## src/rtl/race_countdown.sv

```systemverilog
// Race start sequencer: 3-2-1-GO countdown that releases the race timer, plus
// the on-screen countdown text lookup for the font ROM.
module race_countdown #(
  parameter int unsigned TICKS_PER_SEC = 100000000
) (
  input  logic        clk,
  input  logic        reset,
  input  logic        start,
  input  logic        finish,
  input  logic        refresh_tick,
  input  logic [9:0]  pix_x,
  input  logic [9:0]  pix_y,
  output logic        pause,
  output logic        race_clear,
  output logic        race_active,
  output logic        count_on,
  output logic [2:0]  bit_addr,
  output logic [10:0] rom_addr,
  output logic [2:0]  state_dbg
);

  typedef enum logic [2:0] {
    IDLE = 3'd0,
    CD3  = 3'd1,
    CD2  = 3'd2,
    CD1  = 3'd3,
    GO   = 3'd4,
    RACE = 3'd5
  } state_t;

  localparam logic [26:0] LAST_STEP = 27'(TICKS_PER_SEC - 1);

  state_t      state, state_nxt, disp_state;
  logic [26:0] step_cnt;
  logic        start_q;
  logic        start_rise;
  logic        last_step;
  logic        clear_nxt;

  assign start_rise = start & ~start_q;
  assign last_step  = (step_cnt == LAST_STEP);

  always_comb begin
    state_nxt = state;
    clear_nxt = 1'b0;
    case (state)
      IDLE: begin
        if (start_rise) begin
          state_nxt = CD3;
          clear_nxt = 1'b1;
        end
      end
      CD3:     if (last_step) state_nxt = CD2;
      CD2:     if (last_step) state_nxt = CD1;
      CD1:     if (last_step) state_nxt = GO;
      // finish outranks the GO terminal count
      GO: begin
        if (finish)         state_nxt = IDLE;
        else if (last_step) state_nxt = RACE;
      end
      RACE:    if (finish) state_nxt = IDLE;
      default: state_nxt = IDLE;
    endcase
  end

  // pause/race_active are registered from the next state so they move with it
  always_ff @(posedge clk or negedge reset) begin
    if (!reset) begin
      state       <= IDLE;
      step_cnt    <= '0;
      start_q     <= 1'b0;
      pause       <= 1'b1;
      race_clear  <= 1'b0;
      race_active <= 1'b0;
    end else begin
      state       <= state_nxt;
      start_q     <= start;
      race_clear  <= clear_nxt;
      pause       <= (state_nxt == IDLE) || (state_nxt == CD3) ||
                     (state_nxt == CD2)  || (state_nxt == CD1);
      race_active <= (state_nxt == GO) || (state_nxt == RACE);
      if ((state_nxt != state) || (state_nxt == IDLE) || (state_nxt == RACE))
        step_cnt <= '0;
      else
        step_cnt <= step_cnt + 27'd1;
    end
  end

  // Text follows a frame-aligned copy of the state so a character never tears
  always_ff @(posedge clk or negedge reset) begin
    if (!reset)            disp_state <= IDLE;
    else if (refresh_tick) disp_state <= state;
  end

  logic       in_text;
  logic [1:0] char_idx;
  logic [6:0] char_code;
  logic       unused_pix;

  assign in_text  = (pix_y[9:5] == 5'd7) && (pix_x[9:4] >= 6'd18) && (pix_x[9:4] <= 6'd21);
  assign char_idx = pix_x[5:4] - 2'd2;

  always_comb begin
    char_code = 7'h00;
    case (disp_state)
      CD3: if (char_idx == 2'd0) char_code = {3'b011, 4'd3};
      CD2: if (char_idx == 2'd0) char_code = {3'b011, 4'd2};
      CD1: if (char_idx == 2'd0) char_code = {3'b011, 4'd1};
      GO: begin
        case (char_idx)
          2'd0:    char_code = 7'h47;
          2'd1:    char_code = 7'h4f;
          2'd2:    char_code = 7'h21;
          default: char_code = 7'h00;
        endcase
      end
      default: char_code = 7'h00;
    endcase
  end

  assign count_on   = reset & in_text &
                      ((disp_state == CD3) || (disp_state == CD2) ||
                       (disp_state == CD1) || (disp_state == GO));
  assign rom_addr   = {char_code, pix_y[4:1]};
  assign bit_addr   = pix_x[3:1];
  assign state_dbg  = state;
  assign unused_pix = pix_x[0] ^ pix_y[0];

endmodule

```

## config.mk

```make
export PLATFORM = sky130hd
export DESIGN_NAME = race_countdown
export DESIGN_NICKNAME = d
export VERILOG_FILES = /design/src/rtl/race_countdown.sv
export SDC_FILE = /design/constraint.sdc
export NUM_CORES = 1
export LEC_CHECK = 0
export BUFFER_PORTS_ARGS = -buffer_cell sky130_fd_sc_hd__clkbuf_2
export CORE_MARGIN = 2
export CORE_UTILIZATION = 58
export CTS_BUF_LIST = sky130_fd_sc_hd__clkbuf_8 sky130_fd_sc_hd__clkbuf_16
export DETAILED_ROUTE_END_ITERATION = 10
export PLACE_DENSITY = 0.85
export SLEW_MARGIN = 10
export SYNTH_ARGS = -nofsm -noshare
export SYNTH_HDL_FRONTEND = slang
export SYNTH_SLANG_ARGS = --single-unit
```

## constraint.sdc

```tcl
create_clock -name clk -period 4.9 [get_ports clk]
set_input_delay 1.47 -clock clk [delete_from_list [all_inputs] [get_ports clk]]
set_output_delay 1.47 -clock clk [all_outputs]
set_load 0.02 [all_outputs]
```

==> results of run 1 <==
-- Yosys cell counts, types with 3 or more instances --
library cell  number  share of area [%]
dfrtp_1           36                 45
nor2_1            18                3.3
a21oi_1           17                4.2
xnor2_1           12                5.2
nand3_1           11                2.7
o21ai_0            9                2.2
buf_4              8                3.0
inv_1              8                1.5
nor3_1             8                2.0
o31ai_1            7                2.6
or3_1              7                2.2
nand2_1            6                1.1
nand4_1            6                1.9
or4_1              6                2.2
or4_4              4                2.2
and2_1             3               0.93
and3_1             3               0.93
buf_2              3               0.74
mux2_2             3                1.7
nor2b_1            3               0.93
or2_2              3               0.93
-- sequential cells by signal (all words and copies together) (netlist names) --
register,count
disp_state,3
state_dbg,3
race_active,1
step_cnt,27
pause,1
start_q,1
race_clear,1
-- worst max path at each step --
stage / to / slack (ns) / cells past startpoint / startpoint
2_1_floorplan: count_on / 0.90 / 3 / pix_x[9]
3_3_place_gp: count_on / 1.04 / 5 / reset
3_5_place_dp: count_on / 1.02 / 5 / reset
4_1_cts: count_on / 1.02 / 5 / reset
5_1_grt: count_on / 0.95 / 5 / reset
6_report: count_on / 1.03 / 5 / reset
-- power breakdown --
group,switching [mW],internal (mW)
clock,0.113,0.152
combinational,0.0127,0.00865
sequential,0.000160,0.306
total,0.126,0.466
-- per-stage QoR --
step	utilization (%)	total power, mW	setup slack, ns
6_report	67.5	0.592	1.03
4_1_cts	67.5	0.599	1.02
2_1_floorplan	-	0.326	0.899
3_3_place_gp	64.0	0.333	1.04
5_1_grt	67.5	0.616	0.951
3_5_place_dp	64.0	0.333	1.02
-- metal layers --
layer	up-vias	part of all wire, %
met3	8	6.5
met1	819	43
li1	806	-
met5	-	0
met2	56	49
met4	0	1.6
-- cell type report --
class / instances / area [um2] / area share, %
sequential: 37 / 927 / 41.2
tap: 46 / 57.6 / 2.56
multi-input combinational: 150 / 962 / 42.7
inverter: 8 / 30.0 / 1.33
timing repair buffer: 31 / 160 / 7.11
clock inverter: 3 / 46.3 / 2.06
clock buffer: 5 / 68.8 / 3.06
-- cell families (layout without fill, tap and decap cells) --
kind of cell | count (synthesis) | count (layout) | share of synthesized area, %
AND/OR/NAND/NOR | 90 | 90 | 26.8
flip-flops | 37 | 37 | 46.0
XOR/XNOR | 14 | 14 | 6.08
buffers and inverters | 21 | 47 | 6.33
adder cells (fa/ha/maj) | 1 | 1 | 0.620
AO/OA/AOI/OAI | 41 | 41 | 12.0
multiplexers | 4 | 4 | 2.17
==> results.cfg, run 1 <==
[detailed_routing]
wl_per_cell_um = 14.6
vias = 1689
first_iter_violations = 100
dr.pass1.iters = 4
drcViolationCount = 0
routed_via_density = 6.03
drtAntennaViolNets = 0
wirelength_um = 4080

[yosys]
syn_area_per_cell_um2 = 9.70
synthCells = 208
ys_async_sr_fraction_pct = 100
synth_edf_count = 0
ys_warn_count = 0
synth_seq_area_share_pct = 46.0
syn_area_um2 = 2020
synth-seq-cells = 37
yosysUniqueCellTypes = 41
synth_nets = 234
synth_ff_type = dfrtp_1

[setup_path]
critical_path.max_stage_delay_ns = 0.25
rrSetupSlack_ns = 2.65
timing.rr.end = step_cnt[26]
critPathCaptureType = output port
crit_family = simple AND/OR/NAND/NOR gates
cpMaxStageDelayCell = nor4bb_1
crit_path_cell_trace = clkbuf_2, nor4bb_1, nand3_1, nor4_1, clkbuf_2
crit_arrival_ns = 2.40
timing.rr.start = step_cnt[0]
crit_required_ns = 3.43
cpMostUsedCell = clkbuf_2
path_buf_inv = 2
crit_path_start_kind = input port
path_class = in2out
cp_max_fo = 2
reg2regPathDepth = 5

[place]
dp_hpwl_um = 2620
place_congestion = 0.791
dpl_cell_area_um2 = 2140
place_inst = 272
port-buffer-count = 29

[cts]
htree_levels = 2
cts_buffer_depth = 2
cts_tree = done
cts_made_buffers = 5
cts_setup_buffers = 0
cts_hold_buf = 0
clk_pin_slew_ns = 0.08
cts_sinks = 37
root_buffer = clkbuf_8
ctsResizeCount = 0
clk_latency_ns = 0.30

[floorplan]
pin_count = 46
die_h_um = 63.0
floorplan.initialDensity_pct = 60.4
coreArea_um2 = 3340
die_area_um2 = 3970
die_x_um = 63.0
fp-row-count = 21

[run]
cap_violations = 0

[timing]
period_share_pct = 78.9
maxSlewHeadroom_pct = 69.0
finalSetupViolCount = 0
finClkSkew_ns = 0.00646
drv_slew = 0
grt_setup_unrepaired = no
setup_tns_ns = 0
hold_viol = 0
max_freq_mhz = 259
timing.final.crit_period_ns = 3.87
worstMarginPinSlew_ns = 0.464
fin_hold_ws_ns = 0.439

[global_routing]
grt_pass1_vias = 1612
antenna_found_initial = 0
grt_usage_pct = 22.9
grt_max_degree = 38
met2_usage_pct = 38.0
overflow = 0
use_met1_pct = 27.1
grt-busiest-layer = met2
use_met3_pct = 7.57
grt_first_pass_wirelength_um = 7060

[min_path]
holdPathStages = 1
min_from = start_q
hold-path-endpoint = race_clear
worstHoldPathType = reg2reg

[cells_and_area]
mostFrequentLayoutCells = dfrtp_1, clkbuf_2, nor2_1, a21oi_1, xnor2_1
fill_cells = 257
final_area_um2 = 2250
diodes = 0
final_cells = 280
drive_above_1_share_pct = 23.5
nNetsFinal = 259
synthToLayoutAreaGrowth_pct = 11.7
layout_commonest_cell = dfrtp_1

[power]
ir_worst_vdd_mv = 0.222
leakage_nw = 0.952
powerDensity_nw_per_um2 = 263

[outcome]
status = finished, final reports clean
(Power assumes the default switching activity.)
==> inputs of run 2 (changes only) <==
--- a/config.mk
+++ b/config.mk
@@ -5,12 +5,13 @@
 export SDC_FILE = /design/constraint.sdc
 export NUM_CORES = 1
 export LEC_CHECK = 0
+export ABC_AREA = 1
 export BUFFER_PORTS_ARGS = -buffer_cell sky130_fd_sc_hd__clkbuf_2
 export CORE_MARGIN = 2
-export CORE_UTILIZATION = 58
+export CORE_UTILIZATION = 50
 export CTS_BUF_LIST = sky130_fd_sc_hd__clkbuf_8 sky130_fd_sc_hd__clkbuf_16
 export DETAILED_ROUTE_END_ITERATION = 10
-export PLACE_DENSITY = 0.85
+export PLACE_DENSITY = 0.76
 export SLEW_MARGIN = 10
 export SYNTH_ARGS = -nofsm -noshare
 export SYNTH_HDL_FRONTEND = slang
==> constraint.sdc (replaced) <==
create_clock -name clk -period 3.25 [get_ports clk]
set_input_delay 0.975 -clock clk [delete_from_list [all_inputs] [get_ports clk]]
set_output_delay 0.975 -clock clk [all_outputs]
set_load 0.02 [all_outputs]
==> run 2 against run 1 <==
Die area is 32% higher. Worst setup slack worse by 0.53 ns. Via count is 3.5% higher. Global-route usage is 4.8 points lower. Wire length is 0.71% higher. Utilization is 8.9 points lower. Count of clock-buffer cells in the layout is 1 higher. Largest cell class unchanged. Highest routed layer unchanged.
==> results.cfg, run 2 <==
[min_path]
min_from = start_q
holdPathStages = 1
hold-path-endpoint = race_clear
worstHoldPathType = reg2reg

[floorplan]
coreArea_um2 = 4410
floorplan.initialDensity_pct = 52.8
pin_count = 46
die_x_um = 72.3
die_area_um2 = 5220
fp-row-count = 24
die_h_um = 72.3

[timing]
maxSlewHeadroom_pct = 69.0
setup_tns_ns = 0
max_freq_mhz = 364
period_share_pct = 84.5
finClkSkew_ns = 0.00755
drv_slew = 0
finalSetupViolCount = 0
grt_setup_unrepaired = no
worstMarginPinSlew_ns = 0.465
hold_viol = 0
timing.final.crit_period_ns = 2.75

[setup_path]
crit_arrival_ns = 1.77
timing.rr.end = step_cnt[13]
timing.rr.start = step_cnt[0]
critPathCaptureType = output port
cp_max_fo = 4
reg2regPathDepth = 15
crit_required_ns = 2.27
path_class = in2out
rrSetupSlack_ns = 1.09
crit_path_start_kind = input port

[detailed_routing]
wl_met3_um = 260
wl_met1_um = 1840
wirelength_um = 4100
wl_per_cell_um = 11.8
routed_via_density = 5.04
dr.pass1.iters = 4
top_layer_used = met4
drtAntennaViolNets = 0
wl_met2_um = 1930
drcViolationCount = 0
first_iter_violations = 133
vias = 1748

[cts]
ctsResizeCount = 0
cts_sinks = 37
cts_made_buffers = 5
root_buffer = clkbuf_8
clk_pin_slew_ns = 0.07
htree_levels = 2
cts_setup_buffers = 0
cts_buffer_depth = 2
clk_latency_ns = 0.29
cts_hold_buf = 0
cts_tree = done

[yosys]
synthCells = 266
ys_warn_count = 0
synth_nets = 292
synth.top_cell.area_share_pct = 38.6
synth-seq-cells = 37
ys_async_sr_fraction_pct = 100
synth_seq_area_share_pct = 39.8
synth_edf_count = 0
synthTopCellsByArea = dfrtp_1, nor2_4, xor2_1
synthTopCellsByCount = dfrtp_1, nand2_1, nor2_1
synth_top_cell_by_area = dfrtp_1
yosysMostFrequentCell = dfrtp_1
syn_area_per_cell_um2 = 8.76
synth_ff_type = dfrtp_1
syn_area_um2 = 2330
yosysUniqueCellTypes = 28

[cells_and_area]
drive_above_1_share_pct = 28.8
diodes = 0
multi_input_area_um2 = 1180
mostFrequentLayoutCells = dfrtp_1, nand2_1, nor2_1, inv_1, clkbuf_2
fin_util_pct = 58.6
regArea_um2 = 927
nNetsFinal = 320
synthToLayoutAreaGrowth_pct = 10.9
final_cells = 347
largest_reg_flops = 27
final_area_um2 = 2580
layout_commonest_cell = dfrtp_1
max_flop_register = step_cnt
fill_cells = 398

[power]
leakage_nw = 1.10
ir_worst_vdd_mv = 0.317
powerDensity_nw_per_um2 = 460

[place]
port-buffer-count = 29
dp_hpwl_um = 3100
dpl_cell_area_um2 = 2470
place_inst = 339
place_congestion = 0.881

[run]
cap_violations = 0

[global_routing]
grt_max_degree = 38
grt_usage_pct = 18.0
grt_first_pass_wirelength_um = 7230
overflow = 0
antenna_found_initial = 0
grt_pass1_vias = 1642

[outcome]
status = finished, final reports clean
-- run 2: kinds of logic after synthesis --
logic type / count (synthesis) / synth area share, %
buffers and inverters: 43 / 9.61
XOR/XNOR: 25 / 9.39
AO/OA/AOI/OAI: 12 / 3.01
AND/OR/NAND/NOR: 148 / 37.7
flip-flops: 37 / 39.8
adder cells (fa/ha/maj): 1 / 0.537
-- run 2: per-stage QoR --
stage | power (mW) | setup slack [ns] | hold slack (ns)
2_1_floorplan | 0.772 | 0.478 | 0.388
3_3_place_gp | 0.789 | 0.521 | 0.393
3_5_place_dp | 0.794 | 0.473 | 0.412
4_1_cts | 1.20 | 0.473 | 0.421
5_1_grt | 1.24 | 0.345 | 0.432
6_report | 1.19 | 0.503 | 0.415
-- run 2: worst max-delay path by stage --
| stage | startpoint | endpoint | slack (ns) | cells after the start |
|---|---|---|---|---|
| after floorplan | pix_x[5] | rom_addr[7] | 0.48 | 4 |
| after global placement | pix_y[9] | count_on | 0.52 | 7 |
| after detailed placement | pix_y[9] | count_on | 0.47 | 7 |
| after CTS | pix_y[9] | count_on | 0.47 | 7 |
| after global routing | pix_x[5] | rom_addr[4] | 0.35 | 6 |
| final | pix_x[5] | rom_addr[4] | 0.50 | 6 |
-- run 2: critical path: stages --
cell	delay (ns)
clkbuf_2	0.11
inv_1	0.05
nor2_1	0.15
nand2_1	0.11
o221ai_1	0.17
clkbuf_2	0.20
-- run 2: layer usage --
| layer | track usage (%) | vias up |
|---|---|---|
| met1 | 22.8 | 804 |
| met5 | 0 | - |
| met4 | 6.92 | 0 |
| li1 | - | 891 |
| met2 | 29.7 | 48 |
| met3 | 4.58 | 5 |
-- run 2: where the power goes --
| group | internal (mW) | switching [mW] |
|---|---|---|
| clock | 0.247 | 0.161 |
| sequential | 0.486 | 0.0278 |
| combinational | 0.0771 | 0.191 |
| total | 0.810 | 0.381 |
-- run 2: layout make-up --
class / count / share of cell area (%)
multi-input combinational: 186 / 45.6
clock buffer: 6 / 3.19
sequential: 37 / 35.9
tap: 52 / 2.52
inverter: 33 / 4.79
timing repair buffer: 31 / 6.68
clock inverter: 2 / 1.31
